[src/rtl/seg_decoder.sv]
// seg_decoder: debounce a 7-seg+dp bus and decode it (clk_2, rst_n, seg_in -> digit, dp, digit_valid, blank, new_digit, err, err_count); define SEG_DECODER_HEX_EN to accept A-F
module seg_decoder #(
  parameter int NBITS_SEG = 8,
  parameter int STABLE_CYCLES = 4
) (
  input  logic                 clk_2,
  input  logic                 rst_n,
  input  logic [NBITS_SEG-1:0] seg_in,
  output logic [3:0]           digit,
  output logic                 dp,
  output logic                 digit_valid,
  output logic                 blank,
  output logic                 new_digit,
  output logic                 err,
  output logic [7:0]           err_count
);
  localparam int CW = $clog2(STABLE_CYCLES + 1);
  localparam logic [CW-1:0] CMAX = CW'(STABLE_CYCLES);
  localparam logic [0:0] S_SETTLE = 1'b0;
  localparam logic [0:0] S_HOLD = 1'b1;
  logic [NBITS_SEG-1:0] cur, locked;
  logic [CW-1:0] cnt, cnt_n;
  logic [0:0] state, state_e;
  logic changed, commit, fresh, legal, is_blank;
  logic [3:0] val;
  always_comb begin
    legal = 1'b1;
    val = 4'd0;
    case (seg_in[6:0])
      7'h3F: val = 4'd0;
      7'h06: val = 4'd1;
      7'h5B: val = 4'd2;
      7'h4F: val = 4'd3;
      7'h66: val = 4'd4;
      7'h6D: val = 4'd5;
      7'h7D: val = 4'd6;
      7'h07: val = 4'd7;
      7'h7F: val = 4'd8;
      7'h6F: val = 4'd9;
`ifdef SEG_DECODER_HEX_EN
      7'h77: val = 4'd10;
      7'h7C: val = 4'd11;
      7'h39: val = 4'd12;
      7'h5E: val = 4'd13;
      7'h79: val = 4'd14;
      7'h71: val = 4'd15;
`endif
      default: legal = 1'b0;
    endcase
  end
  // The commit decision uses the count this edge will store, so a pattern
  // sampled for the STABLE_CYCLES-th time commits on that very edge.
  assign changed  = seg_in != cur;
  assign cnt_n    = changed ? CW'(1) : (cnt == CMAX ? cnt : cnt + CW'(1));
  assign state_e  = changed ? S_SETTLE : state;
  assign commit   = state_e == S_SETTLE && cnt_n == CMAX;
  assign fresh    = commit && seg_in != locked;
  assign is_blank = seg_in[6:0] == 7'h00;
  always_ff @(posedge clk_2 or negedge rst_n) begin
    if (!rst_n) begin
      cur         <= '0;
      cnt         <= '0;
      locked      <= '0;
      state       <= S_SETTLE;
      digit       <= 4'd0;
      dp          <= 1'b0;
      digit_valid <= 1'b0;
      blank       <= 1'b1;
      new_digit   <= 1'b0;
      err         <= 1'b0;
      err_count   <= 8'd0;
    end else begin
      cur       <= seg_in;
      cnt       <= cnt_n;
      state     <= commit ? S_HOLD : state_e;
      new_digit <= fresh && !is_blank && legal;
      err       <= fresh && !is_blank && !legal;
      if (fresh) begin
        locked      <= seg_in;
        blank       <= is_blank;
        digit_valid <= !is_blank && legal;
        if (!is_blank && legal) begin
          digit <= val;
          dp    <= seg_in[NBITS_SEG-1];
        end
        if (!is_blank && !legal && err_count != 8'd255) err_count <= err_count + 8'd1;
      end
    end
  end
endmodule
[config.mk]
export PLATFORM = sky130hd
export DESIGN_NAME = seg_decoder
export DESIGN_NICKNAME = d
export VERILOG_FILES = /design/src/rtl/seg_decoder.sv
export SDC_FILE = /design/constraint.sdc
export NUM_CORES = 1
export LEC_CHECK = 0
export CELL_PAD_IN_SITES_DETAIL_PLACEMENT = 1
export CELL_PAD_IN_SITES_GLOBAL_PLACEMENT = 2
export CORE_MARGIN = 4
export CORE_UTILIZATION = 38
export CTS_CLUSTER_SIZE = 24
export DETAILED_ROUTE_END_ITERATION = 10
export GPL_TIMING_DRIVEN = 0
export PLACE_DENSITY = 0.93
export SYNTH_ARGS = -nofsm -noshare
export SYNTH_HDL_FRONTEND = slang
export SYNTH_SLANG_ARGS = --single-unit
[constraint.sdc]
create_clock -name clk_2 -period 4 [get_ports clk_2]
set_input_delay 0.8 -clock clk_2 [delete_from_list [all_inputs] [get_ports clk_2]]
set_output_delay 0.8 -clock clk_2 [all_outputs]
set_load 0.05 [all_outputs]
==> results.md <==
Pwr:
- For this design the total switching power over the nets is 0.0001646 W.
- The standby leakage power is 1.047 nW.
- The largest voltage drop on the vdd net is 249.2 uV.
- The internal power component is 0.0005431 W.
- For this design the ratio of total power to cell area is 303.6 mW/mm^2.
- The switching share of power is 0.2326.
- The proportion of power drawn by the clock network is 0.373.
- The total power is 0.0007077 W.
- The sequential group share of total power is 0.538.
- The combinational cell fraction of total power is 0.089.

Timing:
- The number of max-slew violations in the final report came to 0.
- The setup violation total in the final timing report is 0.
- At the pin with the least slew margin, the transition time is 0.8235 ns.
- On the final layout, the worst clock skew is 0.006660 ns.
- The number of hold-slack violations in the final timing report is 0.
- Setup repair after global routing left no endpoint under its margin.
- The tightest slew margin relative to the limit is 0.4510.
- Of the available clock period, the critical path in the final layout requires 0.8712.
- Based on the critical path, the design can be clocked at up to 287.0 MHz.
- In the final timing run, aggregate negative setup slack is 0 ns.
- Subtracting the final worst setup slack from the clock period gives 3.485 ns.

Synth:
- The most instantiated library cell after synthesis is dfrtp_1.
- The share of the Yosys chip area taken by registers is 0.4875.
- The synthesized area per cell is 11.32 um^2.
- The Yosys step of the flow raised 0 warnings.
- The largest total area in the synthesized netlist belongs to dfrtp_1.
- The synthesized netlist occupies a cell area of 0.001902 mm^2.
- Among all flip-flop cells after synthesis, the most frequent one is dfrtp_1.
- The number of distinct library cell variants in the gate-level netlist after synthesis is 41.
- By count the netlist is led by dfrtp_1, xor2_1, mux2_1, xnor2_1, nand2_1.
- Synthesis produced a netlist with a net count of 181.
- Of the post-synthesis cell area, the dominant cell type holds 0.4737.
- Synthesis inferred 37 register bits.
- By area the synthesized netlist is led by dfrtp_1, xor2_1, mux2_1, xnor2_1, mux2_4.
- Synthesis handed over a netlist of 168 instances.
- After synthesis, the share of flip-flops with an asynchronous set or reset is 1.000.
- The synthesized design contains 0 enable-type register cells.

Detailed routing:
- After detailed routing, the number of remaining DRC violations is 0.
- The number of vias per cell after detailed routing is 5.138.
- In the final routed layout, each cell accounts on average for 16.90 um.
- The DRC violation total after the first TritonRoute iteration is 60.
- The remaining antenna violation count is 0.
- The first-pass iteration count of the detailed router is 2.
- Summing over every cut layer, the via total after detailed routing is 1,382.
- Summed over all layers, the routed wires come to 4546 um.

Clock tree:
- The total clock sinks is 37.
- In this run the number of H-tree levels came out at 2.
- Counting along the longest clock path gives a buffer depth of 2.
- After clock tree synthesis, the repair step resized 0 gates.
- The tree is rooted in a clkbuf_8.
- The number of hold buffers added after CTS is 0.
- The clock reaches the later pin of the worst-skew pair after 0.29 ns.
- The clock slew at the register clock pins of the worst setup and hold paths is 0.07 ns.
- The number of clock buffers added by TritonCTS is 5.
- The number of buffers added for setup after CTS is 0.
- TritonCTS built the clock tree.

Worst setup path:
- The critical path in this run is classified as input port to register.
- Along the worst path, the maximum fanout reaches 10.
- The reg2reg setup slack is 1.17 ns.
- The launching element type of the critical path is an input port.
- At the worst endpoint, the arrival time is 3.66 ns.
- The type of element capturing the critical path is a register.
- The worst register-to-register path has a depth of 9.
- The data required time of the critical path is 4.17 ns.
- In this run the critical register-to-register path is launched from cnt[0]$_DFF_PN0_.
- The endpoint identified for the worst register-to-register timing path is dp$_DFFE_PN0P_.

Global routing:
- The number of antenna violations at the first check in global routing came to 0.
- The via count of the first global-routing pass is 1,548.
- The first-pass GRT wire length is 7555 um.
- The global-route usage over all layers is 0.1596.
- The largest net degree at the start of global routing is 38.
- The overflow left after global routing is 0.

Floorplan:
- The die outline width is 78.75 um.
- Measured along the y axis, the die boundary spans 78.75 um.
- The full die area is 0.006201 mm^2.
- The total core area is 0.004786 mm^2.
- Row generation in the floorplan step produced 25 rows.
- The initial utilization of the core area, before any placement, comes to 0.3974.
- The number of placed I/O pins is 27.

Cells and area:
- The share of final-layout standard cells stronger than drive strength 1 is 0.1139.
- The number of standard cells in the layout, taps in and fillers out is 269.
- The net count of the finished layout is 214.
- The number of diodes added for antenna fixing is 0.
- From synthesis to final layout, the design area changed by 22.57%.

Placed design:
- The instance count after placement with tap cells included is 261.
- The post-DP HPWL is 3378 um.
- The final estimated routing congestion in global placement is 0.8353.
- Port buffering added 26 buffers.

Min path:
- The worst min-delay path class is register to register.
- The beginning of the worst hold path is err_count[5]$_DFFE_PN0P_.
- The number of cells on the worst hold path is 1.
- The worst hold path terminates at err_count[5]$_DFFE_PN0P_.

Run status:
- The run finished with clean final reports.

Run:
- The reported max-cap violation count is 0.
## critical path: stages
cell             delay [ns]
clkdlybuf4s50_1        0.49
buf_2                  0.24
xor2_1                 0.15
nor4_4                 0.33
nand2_2                0.14
or4_1                  0.51
buf_2                  0.18
or3_1                  0.30
buf_2                  0.20
mux2_4                 0.31
## logic make-up after synthesis
family / share of synthesized area
DFF: 0.4875
buffers and inverters: 0.03750
muxes: 0.1013
and+or+nand+nor: 0.1803
AOI/OAI and AO/OA: 0.05395
xor gates and xnor gates: 0.1197
adders and majority gates: 0.01974
## flip-flops by register name, summed over array words and instances, names as in the netlist
signal	flops
new_digit	1
err_count	8
locked	8
blank	1
state	1
digit_valid	1
dp	1
cur	8
cnt	3
err	1
digit	4
## routing by layer
| layer | track usage | part of all wire |
|---|---|---|
| met1 | 0.1751 | 0.41 |
| met3 | 0.04762 | 0.035 |
| met5 | 0 | 0 |
| met4 | 0.04196 | 0.010 |
| met2 | 0.2971 | 0.54 |
## final cells by class
cell class,count,area [um^2]
Buffer,11,56.30
Timing Repair Buffer,26,255.2
Multi-Input combinational cell,116,903.4
Fill cell,527,2455
Inverter,4,15.01
Clock buffer,8,90.09
Tap cell,67,83.83
Sequential cell,37,927.1
## metrics by stage
| stage | util | setup WS [ns] | instance area [um^2] | hold slack (ns) |
|---|---|---|---|---|
| 5_1_grt | 0.4871 | 0.3224 | 2331 | 0.5290 |
| 4_1_cts | 0.4871 | 0.4946 | 2331 | 0.4972 |
| 2_1_floorplan | - | 0.9666 | 1902 | 0.4856 |
| 3_3_place_gp | 0.4693 | 0.2611 | 2246 | 0.4609 |
| 3_5_place_dp | 0.4682 | 0.2089 | 2241 | 0.4890 |
| 6_report | 0.4871 | 0.5151 | 2331 | 0.4925 |
## power by group through the flow
stage          Sequential [W]  Combinational (W)  Clock (W)
2_1_floorplan        0.000387          0.0000349          0
3_3_place_gp         0.000387          0.0000600          0
3_5_place_dp         0.000388          0.0000638          0
4_1_cts              0.000381          0.0000647   0.000272
5_1_grt              0.000381          0.0000702   0.000294
6_report             0.000381          0.0000632   0.000264
## layout by cell type (no fill, tap or decap), drive strengths merged, types with 4 or more instances in the layout
cell,instances
inv,4
a21oi,5
buf,8
nand2,10
nor2,8
xor2,16
nor4,8
dfrtp,36
xnor2,10
clkbuf,12
nand3,7
nand4,4
mux2,14
clkdlybuf4s50,25
## worst max path at each step
stage | from | endpoint | depth (start not counted)
6_report | seg_in[0] | dp$_DFFE_PN0P_ | 10
5_1_grt | seg_in[5] | err_count[1]$_DFFE_PN0P_ | 8
4_1_cts | seg_in[0] | digit[1]$_DFFE_PN0P_ | 10
3_5_place_dp | seg_in[0] | digit[1]$_DFFE_PN0P_ | 10
3_3_place_gp | seg_in[4] | digit[1]$_DFFE_PN0P_ | 10
2_1_floorplan | seg_in[0] | digit[1]$_DFFE_PN0P_ | 9
Power figures use the tool's default switching activity.
==> RTL edit 1 (same flow settings) <==
The output `new_digit` loses its register stage (`new_digit` becomes a continuous assignment).
--- a/src/rtl/seg_decoder.sv
+++ b/src/rtl/seg_decoder.sv
@@ -67,5 +67,4 @@
       digit_valid <= 1'b0;
       blank       <= 1'b1;
-      new_digit   <= 1'b0;
       err         <= 1'b0;
       err_count   <= 8'd0;
@@ -74,5 +73,4 @@
       cnt       <= cnt_n;
       state     <= commit ? S_HOLD : state_e;
-      new_digit <= fresh && !is_blank && legal;
       err       <= fresh && !is_blank && !legal;
       if (fresh) begin
@@ -88,3 +86,5 @@
     end
   end
+
+  assign new_digit = fresh && !is_blank && legal;
 endmodule
Check against the original RTL: not equivalent (a bounded check fails within 4 cycles, from zero or initial values and one cycle with rst_n low).
==> RTL edit 1 against the original RTL <==
- setup slack got worse by 0.41 ns
- die area up 0.76%
- routed wire length shrank 11%
- cell area up 1.7%
- synthesized area is 0.86% higher
- hold slack worse by 0.0048 ns
- power down 0.53%
- non-clock buffer count unchanged
- maximum frequency fell by 10%
- highest routed layer unchanged
- global-route usage decreased by 1.5 points
- largest power group unchanged
- sequential cell count down 1
==> RTL edit 1: results (changes against the original RTL) <==
qor: power_and_ir_drop.ir_drop 193.5 µV [was 249.2 µV]
qor: global_route.vias_in_the_first_global_route 1,399 [was 1,548]
qor: logic_synthesis.sequential_to_total_area_share_from_yosys_stat 47.03% [was 48.75%]
qor: routing.initialDrtViolationCount 90 [was 60]
qor: place.place.detailed.hpwl 2.925 mm [was 3.378 mm]
qor: logic_synthesis.synth.top_cells.by_area sky130_fd_sc_hd__dfrtp_1 (46%), sky130_fd_sc_hd__xor2_1 (9.6%), sky130_fd_sc_hd__mux2_2 (4.7%) [was sky130_fd_sc_hd__dfrtp_1 (47%), sky130_fd_sc_hd__xor2_1 (7.4%), sky130_fd_sc_hd__mux2_1 (5.9%)]
qor: setup_path.start_point_of_the_critical_path seg_in[3] [was seg_in[0]]
qor: logic_synthesis.synthTopCellsByCount sky130_fd_sc_hd__dfrtp_1 (35), sky130_fd_sc_hd__xor2_1 (21), sky130_fd_sc_hd__nand2_1 (16), sky130_fd_sc_hd__nor2_1 (10), sky130_fd_sc_hd__mux2_2 (8) [was sky130_fd_sc_hd__dfrtp_1 (36), sky130_fd_sc_hd__xor2_1 (16), sky130_fd_sc_hd__mux2_1 (10), sky130_fd_sc_hd__xnor2_1 (10), sky130_fd_sc_hd__nand2_1 (9)]
qor: place.place_inst 262 [was 261]
qor: logic_synthesis.compound_cell_area_share_of_the_yosys_netlist 6.132% [was 5.395%]
qor: logic_synthesis.multiplexer_area_fraction_after_synthesis 8.415% [was 10.13%]
qor: power_and_ir_drop.leakagePower 1.089 nW [was 1.047 nW]
qor: global_route.grt_use_total 14.49% [was 15.96%]
qor: setup_path.critical_path.top_delay_family buffers and inverters [was simple AND/OR/NAND/NOR gates]
qor: timing.finalClockSkew 0.004777 ns [was 0.006660 ns]
qor: logic_synthesis.synth-adder-area-share 1.957% [was 1.974%]
qor: setup_path.critPathArrivalTime 3.09 ns [was 3.66 ns]
qor: global_route.grt_pass1_wl 6.996 mm [was 7.555 mm]
qor: timing.timing_worst_slew_pin_value 1.087 ns [was 0.8235 ns]
qor: layout.layout.nets 216 [was 214]
qor: routing.detail_route.vias_per_cell 5.011 [was 5.138]
qor: routing.dr.pass1.iters 4 [was 2]
qor: status.outcome complete, no violations [unchanged]
qor: setup_path.cp_slowest_cell sky130_fd_sc_hd__clkdlybuf4s50_1 [was sky130_fd_sc_hd__or4_1]
qor: setup_path.slowest_delay 0.43 ns [was 0.51 ns]
qor: place.globalplace.congestion 0.7957 [was 0.8353]
qor: routing.detail_route.wl_per_cell 14.92 µm [was 16.90 µm]
qor: logic_synthesis.synth-xor-area-share 11.42% [was 11.97%]
qor: place.preCtsSetupSlack -0.6878 ns [was 0.2089 ns]
qor: layout.final-instance-count-excl-fill 271 [was 269]
## RTL edit 1: per-layer routing
| layer | up-vias | wire, µm | GRT usage (%) |
|---|---|---|---|
| met5 | - | 0 | 0 |
| met4 | 0 | 31 | 3.608 |
| met3 | 5 | 118 | 3.515 |
| met2 | 17 | 2110 | 24.33 |
| met1 | 674 | 1783 | 18.77 |
| li1 | 662 | - | - |
## RTL edit 1: cell type report
cell class	count	share of cell area [%]
sequential	36	38.07
tap	67	3.537
clock buffer	8	3.801
buffer	9	3.749
timing repair buffer	28	11.46
inverter	4	0.6336
multi-input combinational	119	38.75
## RTL edit 1: path summary, 6_finish.rpt
path                       slack [ns]  cells after the start                        to
setup / recovery                 0.11                     11                 new_digit
max in group asynchronous        2.88                      1     locked[7]$_DFFE_PN0P_
min in group asynchronous        0.61                      1      digit[3]$_DFFE_PN0P_
setup reg to reg                 1.28                     10      digit[3]$_DFFE_PN0P_
hold / removal                   0.49                      1  err_count[5]$_DFFE_PN0P_
hold reg to reg                  0.49                      1  err_count[5]$_DFFE_PN0P_
## RTL edit 1: power groups by stage
stage               Clock [mW]  Combinational [mW]  Sequential (mW)
finish                   0.269              0.0638            0.371
global placement             0              0.0633            0.377
global route             0.290              0.0706            0.371
CTS                      0.276              0.0642            0.371
floorplan                    0              0.0376            0.378
detailed placement           0              0.0642            0.378
## RTL edit 1: metrics by stage
step / TNS (ns) / power, mW
3_5_place_dp: -0.6878 / 0.4419
3_3_place_gp: -0.6431 / 0.4407
2_1_floorplan: 0 / 0.4154
5_1_grt: -0.002596 / 0.7314
4_1_cts: 0 / 0.7114
6_report: 0 / 0.7040
## RTL edit 1: repair_timing
item,in CTS,in global routing
endpoints found under the setup margin,1,1
pin swaps,0,2
buffers inserted,0,2
gates resized for setup,6,5
hold endpoints to repair,0,0
==> RTL edit 2 (same flow settings) <==
Made on the original files. Build with the macro `SEG_DECODER_HEX_EN` defined.
--- a/src/rtl/seg_decoder.sv
+++ b/src/rtl/seg_decoder.sv
@@ -1,3 +1,5 @@
 // seg_decoder: debounce a 7-seg+dp bus and decode it (clk_2, rst_n, seg_in -> digit, dp, digit_valid, blank, new_digit, err, err_count); define SEG_DECODER_HEX_EN to accept A-F
+`define SEG_DECODER_HEX_EN
+
 module seg_decoder #(
   parameter int NBITS_SEG = 8,
Formal check against the unedited RTL: not equivalent (a bounded check fails within 10 cycles, from zero or initial values and one cycle with rst_n low).
==> RTL edit 2 against the original RTL <==
- power increased by 2.9%
- cell area increased by 6.1%
- sequential cell count unchanged
- final cell count increased by 21%
- maximum frequency increased by 0.95%
- sequential share of layout area decreased by 2.3 points
- routed wire length increased by 14%
- synthesized area increased by 7.3%
- setup slack improved by 0.033 ns
- critical path type unchanged
- largest cell class is now multi-input gates
==> RTL edit 2: results (changes against the original RTL) <==
qor: setup_path.crit_path_end_kind flop [unchanged]
qor: setup_path.critPathArrivalTime 3.63 ns [was 3.66 ns]
qor: routing.detail_route.vias_per_cell 5.231 [was 5.138]
qor: logic_synthesis.synth.top_cells.by_area sky130_fd_sc_hd__dfrtp_1 (44%), sky130_fd_sc_hd__nand2_1 (7.2%), sky130_fd_sc_hd__xnor2_1 (6.0%) [was sky130_fd_sc_hd__dfrtp_1 (47%), sky130_fd_sc_hd__xor2_1 (7.4%), sky130_fd_sc_hd__mux2_1 (5.9%)]
qor: setup_path.rr_endpoint digit[3]$_DFFE_PN0P_ [was dp$_DFFE_PN0P_]
qor: layout.fill_cells 617 [was 527]
qor: setup_path.start_point_of_the_critical_path seg_in[6] [was seg_in[0]]
qor: logic_synthesis.synthTopCellsByCount sky130_fd_sc_hd__nand2_1 (39), sky130_fd_sc_hd__dfrtp_1 (36), sky130_fd_sc_hd__nor2_1 (14), sky130_fd_sc_hd__xnor2_1 (14), sky130_fd_sc_hd__nand3_1 (13) [was sky130_fd_sc_hd__dfrtp_1 (36), sky130_fd_sc_hd__xor2_1 (16), sky130_fd_sc_hd__mux2_1 (10), sky130_fd_sc_hd__xnor2_1 (10), sky130_fd_sc_hd__nand2_1 (9)]
qor: timing.min_period_over_period 86.30% [was 87.12%]
qor: setup_path.cp_slowest_cell sky130_fd_sc_hd__clkdlybuf4s50_1 [was sky130_fd_sc_hd__or4_1]
qor: routing.routed_wl 5.198 mm [was 4.546 mm]
qor: setup_path.critical_path.top_delay_family buffers and inverters [was simple AND/OR/NAND/NOR gates]
qor: place.preCtsSetupSlack 0.2794 ns [was 0.2089 ns]
qor: timing.worst_slew_margin_rel 44.11% [was 45.10%]
qor: setup_path.r2r_slack 1.29 ns [was 1.17 ns]
qor: global_route.grt_use_total 16.90% [was 15.96%]
qor: status.outcome complete, no violations [unchanged]
qor: power_and_ir_drop.ir_drop 145.5 µV [was 249.2 µV]
qor: global_route.vias_in_the_first_global_route 1,743 [was 1,548]
qor: timing.finalClockSkew 0.005587 ns [was 0.006660 ns]
qor: setup_path.slowest_delay 0.68 ns [was 0.51 ns]
qor: logic_synthesis.netlist_cell_types 42 [was 41]
qor: layout.mostFrequentLayoutCell sky130_fd_sc_hd__nand2_1 [was sky130_fd_sc_hd__dfrtp_1]
qor: global_route.grt_pass1_wl 8.638 mm [was 7.555 mm]
qor: place.globalplace.congestion 0.8216 [was 0.8353]
qor: routing.dr.pass1.iters 4 [was 2]
qor: power_and_ir_drop.cellInternalPower 0.5462 mW [was 0.5431 mW]
qor: power_and_ir_drop.leakagePower 1.039 nW [was 1.047 nW]
qor: place.place.detailed.hpwl 3.692 mm [was 3.378 mm]
[RTL edit 2: worst min path at each step]
stage	slack, ns	endpoint	start
finish	0.49	digit_valid$_DFFE_PN0P_	digit_valid$_DFFE_PN0P_
global route	0.52	digit_valid$_DFFE_PN0P_	digit_valid$_DFFE_PN0P_
CTS	0.50	digit_valid$_DFFE_PN0P_	digit_valid$_DFFE_PN0P_
global placement	0.47	digit_valid$_DFFE_PN0P_	digit_valid$_DFFE_PN0P_
detailed placement	0.47	digit_valid$_DFFE_PN0P_	digit_valid$_DFFE_PN0P_
floorplan	0.46	locked[0]$_DFFE_PN0P_	locked[0]$_DFFE_PN0P_
[RTL edit 2: layout make-up]
cell class | count | area, µm² | share of cell area [%]
repair buffers | 26 | 255.2 | 10.32
well taps | 70 | 87.58 | 3.541
flip-flops and latches | 37 | 927.1 | 37.48
multi-input cells | 162 | 1013 | 40.97
inverters | 7 | 26.28 | 1.062
plain buffers | 15 | 73.82 | 2.984
clock buffers | 8 | 90.09 | 3.642
[RTL edit 2: cell families after synthesis]
kind of cell,share of synthesized area [%]
adders and majority gates,1.840
DFF,45.43
xor gates and xnor gates,9.442
buffers and inverters,4.905
AOI/OAI and AO/OA,8.461
and+or+nand+nor,25.57
muxes,4.353
[RTL edit 2: stage by stage]
stage               total power, mW  cell area [µm²]  cells
CTS                          0.7390             2474    325
floorplan                    0.4299             2041    221
detailed placement           0.4630             2384    317
global route                 0.7635             2474    325
global placement             0.4613             2389    317
finish                       0.7279             2474    325
[RTL edit 2: worst register-to-register path: stages, from the launching register on]
cell                      delay, ns
sky130_fd_sc_hd__dfrtp_1       0.41
sky130_fd_sc_hd__inv_1         0.08
sky130_fd_sc_hd__ha_1          0.31
sky130_fd_sc_hd__nor2b_1       0.16
sky130_fd_sc_hd__a32oi_1       0.08
sky130_fd_sc_hd__a21o_1        0.23
sky130_fd_sc_hd__or4_1         0.47
sky130_fd_sc_hd__buf_2         0.18
sky130_fd_sc_hd__nor3_4        0.29
sky130_fd_sc_hd__mux2_2        0.38
[RTL edit 2: power groups by stage]
stage	clock, mW	sequential [mW]	combinational [mW]
floorplan	0	0.388	0.0422
global placement	0	0.388	0.0737
detailed placement	0	0.388	0.0749
CTS	0.283	0.381	0.0753
global route	0.300	0.381	0.0830
finish	0.273	0.381	0.0742
[RTL edit 2: routing by layer]
metal	up-vias	wire [µm]	global-route usage [%]
met2	37	2457	26.79
met3	8	196	2.993
met4	0	70	4.561
li1	823	-	-
met1	832	2474	23.66
met5	-	0	0
